$ cat config.mk
export PLATFORM = sky130hd
export DESIGN_NAME = bn_seq_ctrl_flat
export DESIGN_NICKNAME = d
export VERILOG_FILES = /design/src/rtl/bn_seq_ctrl_if.sv /design/src/rtl/bn_seq_ctrl.sv /design/src/flat_wrapper.sv
export SDC_FILE = /design/constraint.sdc
export NUM_CORES = 1
export LEC_CHECK = 0
export CAP_MARGIN = 0
export CORE_UTILIZATION = 48
export DETAILED_ROUTE_END_ITERATION = 16
export PLACE_DENSITY = 0.91
export SLEW_MARGIN = 40
export SYNTH_ARGS = -nofsm -noshare
export SYNTH_HDL_FRONTEND = slang
export SYNTH_SLANG_ARGS = --single-unit
$ cat constraint.sdc
create_clock -name clk -period 3 [get_ports clk]
set_input_delay 0.6 -clock clk [delete_from_list [all_inputs] [get_ports clk]]
set_output_delay 0.6 -clock clk [all_outputs]
set_load 0.01 [all_outputs]
$ cat src/rtl/bn_seq_ctrl_if.sv
// Handshake/bus bundle between layer control, the BN unit, the output buffer and bn_seq_ctrl.
// master = sequencer side, slave = environment side.
interface bn_seq_ctrl_if #(
  parameter int BITWIDTH = 32,
  parameter int ADDR_W   = 8,
  parameter int CH_W     = 4
);
  logic                start;
  logic [ADDR_W-1:0]   in_addr;
  logic [CH_W-1:0]     ch_idx;
  logic                bn_start;
  logic                bn_finish;
  logic [BITWIDTH-1:0] bn_result;
  logic                out_valid;
  logic                out_ready;
  logic [BITWIDTH-1:0] out_data;
  logic [ADDR_W-1:0]   out_addr;
  logic                busy;
  logic                done;
  logic                error;

  modport master (
    input  start, bn_finish, bn_result, out_ready,
    output in_addr, ch_idx, bn_start, out_valid, out_data, out_addr, busy, done, error
  );

  modport slave (
    output start, bn_finish, bn_result, out_ready,
    input  in_addr, ch_idx, bn_start, out_valid, out_data, out_addr, busy, done, error
  );
endinterface

$ cat src/rtl/bn_seq_ctrl.sv
// Sequencer for the multi-cycle BN2d datapath: walks CHANNELS x HEIGHT x WIDTH, issues each
// element to the BN unit, and forwards results over valid/ready. All outputs registered.
module bn_seq_ctrl #(
  parameter int BITWIDTH = 32,
  parameter int HEIGHT   = 1,
  parameter int WIDTH    = 5,
  parameter int CHANNELS = 4,
  parameter int ADDR_W   = 8,
  parameter int CH_W     = 4,
  parameter int TIMEOUT  = 16
) (
  input  logic         clk,
  input  logic         rst,
  bn_seq_ctrl_if.master bus
);

  localparam int WAIT_W = (TIMEOUT > 2) ? $clog2(TIMEOUT) : 1;
  localparam logic [ADDR_W-1:0] LAST_IDX  = ADDR_W'(CHANNELS * HEIGHT * WIDTH - 1);
  localparam logic [ADDR_W-1:0] LAST_COL  = ADDR_W'(WIDTH - 1);
  localparam logic [ADDR_W-1:0] LAST_ROW  = ADDR_W'(HEIGHT - 1);
  localparam logic [WAIT_W-1:0] LAST_WAIT = WAIT_W'(TIMEOUT - 1);

  typedef enum logic [2:0] {
    S_IDLE, S_FETCH, S_ISSUE, S_WAIT, S_WRITE, S_DONE
  } state_e;

  state_e              state_q, state_d;
  logic [ADDR_W-1:0]   idx_q, idx_d;
  logic [ADDR_W-1:0]   col_q, col_d;
  logic [ADDR_W-1:0]   row_q, row_d;
  logic [CH_W-1:0]     ch_q, ch_d;
  logic [WAIT_W-1:0]   wait_q, wait_d;
  logic [BITWIDTH-1:0] out_data_q, out_data_d;
  logic                error_q, error_d;
  logic                bn_start_q, bn_start_d;
  logic                out_valid_q, out_valid_d;
  logic                done_q, done_d;
  logic                busy_q, busy_d;

  always_comb begin
    state_d    = state_q;
    idx_d      = idx_q;
    col_d      = col_q;
    row_d      = row_q;
    ch_d       = ch_q;
    wait_d     = wait_q;
    out_data_d = out_data_q;
    error_d    = error_q;

    unique case (state_q)
      S_IDLE: begin
        if (bus.start) begin
          state_d = S_FETCH;
          idx_d   = '0;
          col_d   = '0;
          row_d   = '0;
          ch_d    = '0;
          error_d = 1'b0;
        end
      end
      S_FETCH: state_d = S_ISSUE;
      S_ISSUE: begin
        state_d = S_WAIT;
        wait_d  = '0;
      end
      S_WAIT: begin
        // A finish arriving on the timeout cycle still counts as success.
        if (bus.bn_finish) begin
          out_data_d = bus.bn_result;
          state_d    = S_WRITE;
        end else if (wait_q == LAST_WAIT) begin
          error_d = 1'b1;
          state_d = S_DONE;
        end else begin
          wait_d = wait_q + 1'b1;
        end
      end
      S_WRITE: begin
        if (bus.out_ready) begin
          if (idx_q == LAST_IDX) begin
            state_d = S_DONE;
          end else begin
            state_d = S_FETCH;
            idx_d   = idx_q + 1'b1;
            if (col_q == LAST_COL) begin
              col_d = '0;
              if (row_q == LAST_ROW) begin
                row_d = '0;
                ch_d  = ch_q + 1'b1;
              end else begin
                row_d = row_q + 1'b1;
              end
            end else begin
              col_d = col_q + 1'b1;
            end
          end
        end
      end
      S_DONE:  state_d = S_IDLE;
      default: state_d = S_IDLE;
    endcase

    // Strobes are registered from the next state so they line up with the state they describe.
    bn_start_d  = (state_d == S_ISSUE);
    out_valid_d = (state_d == S_WRITE);
    done_d      = (state_d == S_DONE);
    busy_d      = (state_d != S_IDLE);
  end

  always_ff @(posedge clk or posedge rst) begin
    if (rst) begin
      state_q     <= S_IDLE;
      idx_q       <= '0;
      col_q       <= '0;
      row_q       <= '0;
      ch_q        <= '0;
      wait_q      <= '0;
      out_data_q  <= '0;
      error_q     <= 1'b0;
      bn_start_q  <= 1'b0;
      out_valid_q <= 1'b0;
      done_q      <= 1'b0;
      busy_q      <= 1'b0;
    end else begin
      state_q     <= state_d;
      idx_q       <= idx_d;
      col_q       <= col_d;
      row_q       <= row_d;
      ch_q        <= ch_d;
      wait_q      <= wait_d;
      out_data_q  <= out_data_d;
      error_q     <= error_d;
      bn_start_q  <= bn_start_d;
      out_valid_q <= out_valid_d;
      done_q      <= done_d;
      busy_q      <= busy_d;
    end
  end

  assign bus.in_addr   = idx_q;
  assign bus.out_addr  = idx_q;
  assign bus.ch_idx    = ch_q;
  assign bus.bn_start  = bn_start_q;
  assign bus.out_valid = out_valid_q;
  assign bus.out_data  = out_data_q;
  assign bus.busy      = busy_q;
  assign bus.done      = done_q;
  assign bus.error     = error_q;

endmodule

$ cat src/flat_wrapper.sv
// flat-port wrapper written by rule: the top's interface ports become plain ports
module bn_seq_ctrl_flat 
#(
  parameter int BITWIDTH = 32,
  parameter int HEIGHT   = 1,
  parameter int WIDTH    = 5,
  parameter int CHANNELS = 4,
  parameter int ADDR_W   = 8,
  parameter int CH_W     = 4,
  parameter int TIMEOUT  = 16
)
  (clk, rst, bus_start, bus_bn_finish, bus_bn_result, bus_out_ready, bus_in_addr, bus_ch_idx, bus_bn_start, bus_out_valid, bus_out_data, bus_out_addr, bus_busy, bus_done, bus_error);
  bn_seq_ctrl_if #(.BITWIDTH(BITWIDTH), .ADDR_W(ADDR_W), .CH_W(CH_W)) bus_i ();
  input  logic clk;
  input  logic rst;
  input wire logic [$bits(bus_i.start)-1:0] bus_start;
  input wire logic [$bits(bus_i.bn_finish)-1:0] bus_bn_finish;
  input wire logic [$bits(bus_i.bn_result)-1:0] bus_bn_result;
  input wire logic [$bits(bus_i.out_ready)-1:0] bus_out_ready;
  output wire logic [$bits(bus_i.in_addr)-1:0] bus_in_addr;
  output wire logic [$bits(bus_i.ch_idx)-1:0] bus_ch_idx;
  output wire logic [$bits(bus_i.bn_start)-1:0] bus_bn_start;
  output wire logic [$bits(bus_i.out_valid)-1:0] bus_out_valid;
  output wire logic [$bits(bus_i.out_data)-1:0] bus_out_data;
  output wire logic [$bits(bus_i.out_addr)-1:0] bus_out_addr;
  output wire logic [$bits(bus_i.busy)-1:0] bus_busy;
  output wire logic [$bits(bus_i.done)-1:0] bus_done;
  output wire logic [$bits(bus_i.error)-1:0] bus_error;
  assign bus_i.start = bus_start;
  assign bus_i.bn_finish = bus_bn_finish;
  assign bus_i.bn_result = bus_bn_result;
  assign bus_i.out_ready = bus_out_ready;
  assign bus_in_addr = bus_i.in_addr;
  assign bus_ch_idx = bus_i.ch_idx;
  assign bus_bn_start = bus_i.bn_start;
  assign bus_out_valid = bus_i.out_valid;
  assign bus_out_data = bus_i.out_data;
  assign bus_out_addr = bus_i.out_addr;
  assign bus_busy = bus_i.busy;
  assign bus_done = bus_i.done;
  assign bus_error = bus_i.error;
  bn_seq_ctrl #(.BITWIDTH(BITWIDTH), .HEIGHT(HEIGHT), .WIDTH(WIDTH), .CHANNELS(CHANNELS), .ADDR_W(ADDR_W), .CH_W(CH_W), .TIMEOUT(TIMEOUT)) u_core (.clk(clk), .rst(rst), .bus(bus_i));
endmodule
==> results of run 1 <==
-- routing by layer --
layer  track usage [%]  vias up  share of wire (%)
li1                  -     1261                  -
met1             29.27     1371                 43
met2             38.65      112                 48
met3             5.403       18                7.0
met4             10.76        0                2.3
met5                 0        -                  0
-- metrics by stage --
| stage | area [µm²] | utilization (%) |
|---|---|---|
| final | 4627 | 66.99 |
| after global routing | 4627 | 66.99 |
| after CTS | 4627 | 66.99 |
| after detailed placement | 4446 | 64.37 |
| after global placement | 4446 | 64.37 |
| after floorplan | 3470 | - |
-- synth_stat cells (all sizes together) (5+ instances only) --
cell type	number	share of area, %
buf	14	2.8
a21oi	6	1.3
dfrtp	72	52
nand4	6	1.1
o21ai	20	2.9
mux2	37	12
and3	7	1.4
nor2	17	1.9
inv	9	0.97
nand3	11	1.6
nand2	15	1.6
nand2b	5	0.90
nor3	7	1.2
a22o	13	3.3
ha	7	2.5
-- power groups by stage --
stage	clock network [mW]	logic, mW	registers [mW]
after floorplan	0	0.694	1.56
after global placement	0	1.42	1.49
after detailed placement	0	1.47	1.51
after CTS	0.709	1.48	1.49
after global routing	0.761	1.58	1.53
final	0.707	1.46	1.49
-- logic make-up after synthesis --
logic type               Yosys count  share of synthesized area (%)
buffers and inverters             26                          4.147
adder cells (fa/ha/maj)            7                          2.524
multiplexers                      39                          12.59
XOR/XNOR                           4                          1.010
flip-flops                        72                          51.93
AO/OA/AOI/OAI                     59                          12.77
AND/OR/NAND/NOR                   91                          15.04
-- worst max-delay path: cells and delay by family (launching register included) --
| family | cells | cell delay, ns |
|---|---|---|
| mux | 1 | 0.31 |
| compound gates | 1 | 0.49 |
| simple gates | 2 | 0.86 |
| flops | 1 | 0.47 |
-- how the worst max path moves through the flow --
stage	startpoint	endpoint	slack, ns	cells past startpoint
floorplan	rst	u_core.bus.bn_start	0.58	1
global placement	bus_start	u_core.bus.ch_idx[0]	0.63	5
detailed placement	bus_start	u_core.bus.ch_idx[0]	0.58	5
CTS	u_core.bus.in_addr[5]	u_core.col_q[0]	0.76	4
global route	u_core.bus.in_addr[5]	u_core.col_q[0]	0.63	4
finish	u_core.bus.in_addr[5]	u_core.col_q[0]	0.75	4
-- layout make-up --
type | instances | area (µm²)
clock buffer | 10 | 137.6
sequential | 72 | 1802
tap | 96 | 120.1
inverter | 9 | 33.78
multi-input combinational | 200 | 1524
fill | 522 | 2280
clock inverter | 6 | 43.79
timing repair buffer | 96 | 965.9
-- registers in the layout (all words and copies together), names as in the netlist --
register              count
u_core.bus.out_data      32
u_core.bus.in_addr        8
u_core.col_q              8
u_core.row_q              8
u_core.bus.ch_idx         4
u_core.wait_q             4
u_core.state_q            3
u_core.bus.bn_start       1
u_core.bus.busy           1
u_core.bus.done           1
u_core.bus.error          1
u_core.bus.out_valid      1
==> summary.md, run 1 <==
| Metric | Value |
|---|---|
| Worst path slowest cell | or4b_4 |
| Power density over cell area | 791.6 nW/µm² |
| Worst R2R Setup Slack | 0.75 ns |
| Gate Count Post-Synth | 298 |
| Drc violations | 0 |
| Pleak | 1.961 nW |
| Final setup viols | 0 |
| Tot Pwr | 3.663 mW |
| Register area share after synthesis | 51.93% |
| Worst-Margin Slew | 0.6231 ns |
| Post-synth cell types | 56 |
| Initial antenna violation count | 0 |
| Die width | 87.02 µm |
| Clock root cell | clkbuf_8 |
| CTS tree | yes |
| Post-route setup slack | 0.7517 ns |
| Inst Count DP | 473 |
| Syn nets | 342 |
| Via density | 5.648 |
| Max Transition Viols Final | 0 |
| Final Skew | 0.01006 ns |
| DRT Pass-1 Iters | 4 |
| Relative slew slack | 57.87% |
| Register clock-pin slew on the reported worst setup and hold paths | 0.08 ns |
| Min-Delay Path Depth | 1 |
| Reg2Reg Capture Point | u_core.col_q[0] |
| RSZ-0062 raised after global routing | no |
| ANT nets after route | 0 |
| Vias in the first global route | 2738 |
| First-pass GRT wire length | 13.23 mm |
| Overall Global Routing Usage | 23.40% |
| Crit-path cells | or4b_4 -> o211ai_4 -> nor2_1 -> mux2_2 |
| Max Clock Freq | 0.4448 GHz |
| Final count of hold timing violations | 0 |
| H-tree depth | 3 |
| Nets | 432 |
| Fin cells | 489 |
| Post_cts resized | 0 |
| Setup TNS | 0 ns |
| Worst R2R Path Depth | 4 |
| Min Clock Period, post-route | 2.248 ns |
| Crit path arrival time | 2.48 ns |
| Syn avg cell area | 11.64 µm² |
| Crit-path max cell delay | 0.62 ns |
| Grt total ovfl | 0 |
| Initial core utilization | 50.24% |
| Worst EP required | 3.23 ns |
| Crit path launch type | flop |
| Fraction of layout cells with a size suffix above 1 | 19.59% |
| # rows | 30 |
| DP Worst Slack | 0.5823 ns |
| Max-cap viol count | 0 |
| Ys flop type | dfrtp_1 |
| Netlist Area Pre-Place | 3470 µm² |
| Largest net degree at the start of global routing | 73 |
| GPL Wtd Cong | 0.8597 |
| Hold_sp | u_core.bus.out_data[28] |
| Outcome | finished, final reports clean |
| CTS sink cnt | 72 |
| Fin Hold WS | 0.5060 ns |
| Reg-to-Reg Start | u_core.bus.in_addr[5] |
| Via count | 2762 |
| Switching part of the total power | 33.08% |
| Die Ht | 87.02 µm |
| WHS Endpoint | u_core.bus.out_data[28] |
| Post-CTS Setup Inserts | 0 |
| Dpl hpwl | 5.943 mm |
| IO Pins | 94 |
| Hold_buf cts | 0 |
| Internal power | 2.451 mW |
| Hold Crit Class | reg2reg |
| Worst-Skew Late Latency | 0.35 ns |
| Number of buffers added on ports | 93 |
| Critical path endpoint category | flop |
| CP Class | reg2reg |
| Synth Register Bits | 72 |
| Period utilization | 74.94% |
| EDFF count, synth | 0 |
| Initial DRC Count | 111 |
| Switching Power | 1.212 mW |
| Clock share of power | 19.3% |
| Die ar. | 7572 µm² |
| Core Box Area | 6907 µm² |
| Comb power frac | 40.0% |
| Most frequent cells in the layout | clkdlybuf4s50_1, dfrtp_1, mux2_2 |
| Critical path peak fanout | 19 |
| Warnings from Yosys | 0 |
| Share of synthesized registers carrying an async set or reset | 100.0% |
| Routed wire length | 8.319 mm |
| Commonest non-fill, non-tap cell in the layout | clkdlybuf4s50_1 |
| Num CTS Buffers | 9 |
| Routed length per placed instance | 17.01 µm |
| Clk buf depth | 2 |
| Inserted Diodes | 0 |
| Reg power frac | 40.7% |
| VDD IR max | 0.3187 mV |
| Area grow syn2layout | 33.36% |
No activity file was read; power rests on OpenSTA's default activity.
==> run 2: changes to the inputs <==
==> constraint.sdc (replaced) <==
create_clock -name clk -period 2.3 [get_ports clk]
set_input_delay 0.46 -clock clk [delete_from_list [all_inputs] [get_ports clk]]
set_output_delay 0.46 -clock clk [all_outputs]
set_load 0.01 [all_outputs]
==> run 2 against run 1 <==
  * Cell area rose by 2.0%
  * Critical path depth did not move
  * First-iteration DRC count rose by 23%
  * Via count fell by 2.6%
  * Routed wire length rose by 0.25%
  * Fmax rose by 7.3%
  * Clock skew fell by 0.0032 ns
  * Flip-flop and latch count did not move
  * Sequential power rose by 30%
  * Critical path type unchanged
  * Critical endpoint unchanged
==> summary.md, run 2 (synthesis results as in run 1) <==
| Metric | Value |
|---|---|
| Outcome | finished, final reports clean |
| Max layer used | met4 |
| Hold Crit Class | in2async |
| Via density | 5.425 |
| Pleak | 1.998 nW |
| Die width | 87.02 µm |
| Die ar. | 7572 µm² |
| Worst EP required | 2.59 ns |
| Post_cts resized | 0 |
| Routed length per placed instance | 16.81 µm |
| Clk buf depth | 2 |
| Max-cap viol count | 0 |
| Area grow syn2layout | 36.03% |
| Inst Count DP | 480 |
| Inserted Diodes | 0 |
| Post-CTS Setup Inserts | 0 |
| CTS sink cnt | 72 |
| Max Clock Freq | 0.4773 GHz |
| Max Transition Viols Final | 0 |
| Overall Global Routing Usage | 23.74% |
| Nets | 439 |
| CP Class | reg2reg |
| IO Pins | 94 |
| ANT nets after route | 0 |
| Initial core utilization | 50.24% |
| Die Ht | 87.02 µm |
| H-tree depth | 3 |
| Core Box Area | 6907 µm² |
| Routed wire length | 8.340 mm |
| VDD IR max | 0.3339 mV |
| Worst-Skew Late Latency | 0.35 ns |
| Dpl hpwl | 6.181 mm |
| Via count | 2691 |
| First-pass GRT wire length | 13.31 mm |
| Crit path launch type | flop |
| Min Clock Period, post-route | 2.095 ns |
| Most frequent cells in the layout | clkdlybuf4s50_1, dfrtp_1, mux2_2 |
| Setup TNS | 0 ns |
| DR WL met2 | 4.011 mm |
| Fin util | 68.33% |
| # rows | 30 |
| Period utilization | 91.09% |
| Initial antenna violation count | 0 |
| Commonest non-fill, non-tap cell in the layout | clkdlybuf4s50_1 |
| Initial DRC Count | 136 |
| Worst R2R Path Depth | 4 |
| M1 wire length | 3.673 mm |
| Fin cells | 496 |
| Critical path peak fanout | 14 |
| DRT Pass-1 Iters | 4 |
| Drc violations | 0 |
| Largest register FFs | 32 |
| Largest net degree at the start of global routing | 33 |
| Grt total ovfl | 0 |
| Vias in the first global route | 2621 |
| Final setup viols | 0 |
| CTS tree | yes |
| Met3 wire len | 590 µm |
| Final Skew | 0.006883 ns |
| Clock root cell | clkbuf_8 |
| Relative slew slack | 61.47% |
| Worst-Margin Slew | 0.5771 ns |
| GPL Wtd Cong | 0.8589 |
| Number of buffers added on ports | 93 |
| Final count of hold timing violations | 0 |
| Register clock-pin slew on the reported worst setup and hold paths | 0.08 ns |
| Hold_buf cts | 0 |
| Fraction of layout cells with a size suffix above 1 | 20.75% |
| RSZ-0062 raised after global routing | no |
| Crit path arrival time | 2.38 ns |
| Num CTS Buffers | 9 |
| Power density over cell area | 1039 nW/µm² |
| Critical path endpoint category | flop |
[run 2: through the flow]
step                      worst slack [ns]  power [mW]  hold WS (ns)  cell area [µm²]
after floorplan                    0.01508       2.947        0.4939             3470
after global placement              0.1408       3.827        0.4853             4523
after detailed placement            0.1003       3.939        0.4915             4523
after CTS                           0.2165       4.948        0.5012             4720
after global routing               0.09078       5.183        0.5202             4720
final                               0.2048       4.904        0.4994             4720
[run 2: path summary, 6_finish.rpt]
| kind | startpoint | to | slack, ns |
|---|---|---|---|
| worst max-delay path | u_core.state_q[2] | u_core.col_q[0] | 0.20 |
| min in group clk | u_core.bus.out_data[3] | u_core.bus.out_data[3] | 0.51 |
| worst max register to register | u_core.state_q[2] | u_core.col_q[0] | 0.20 |
| worst min register to register | u_core.bus.out_data[3] | u_core.bus.out_data[3] | 0.51 |
| max in group asynchronous | rst | u_core.row_q[3] | 1.23 |
| worst min-delay path | rst | u_core.bus.out_data[18] | 0.50 |
[run 2: critical path, stage by stage, from the launching register on]
cell,delay [ns]
dfrtp_1,0.58
or3b_1,0.55
a21o_2,0.31
nor2_1,0.36
mux2_2,0.24
[run 2: layer usage]
metal	up-vias	track usage, %
met4	0	7.121
li1	1276	-
met1	1304	31.07
met2	105	37.80
met5	-	0
met3	6	7.583
[run 2: area by class of cell]
class                   count  area, µm²
clock buffers              10      127.6
clock inverters             6      68.82
fillers                   508       2187
inverters                   9      33.78
multi-input cells         200       1524
flip-flops and latches     72       1802
well taps                  96      120.1
repair buffers            103       1044
[run 2: power breakdown]
group	total, mW	switching (mW)	internal, mW	leakage, nW
registers	1.94	0.287	1.66	0.920
clock network	1.00	0.499	0.505	0.0851
logic	1.96	0.810	1.15	0.993
total	4.90	1.60	3.31	2.00
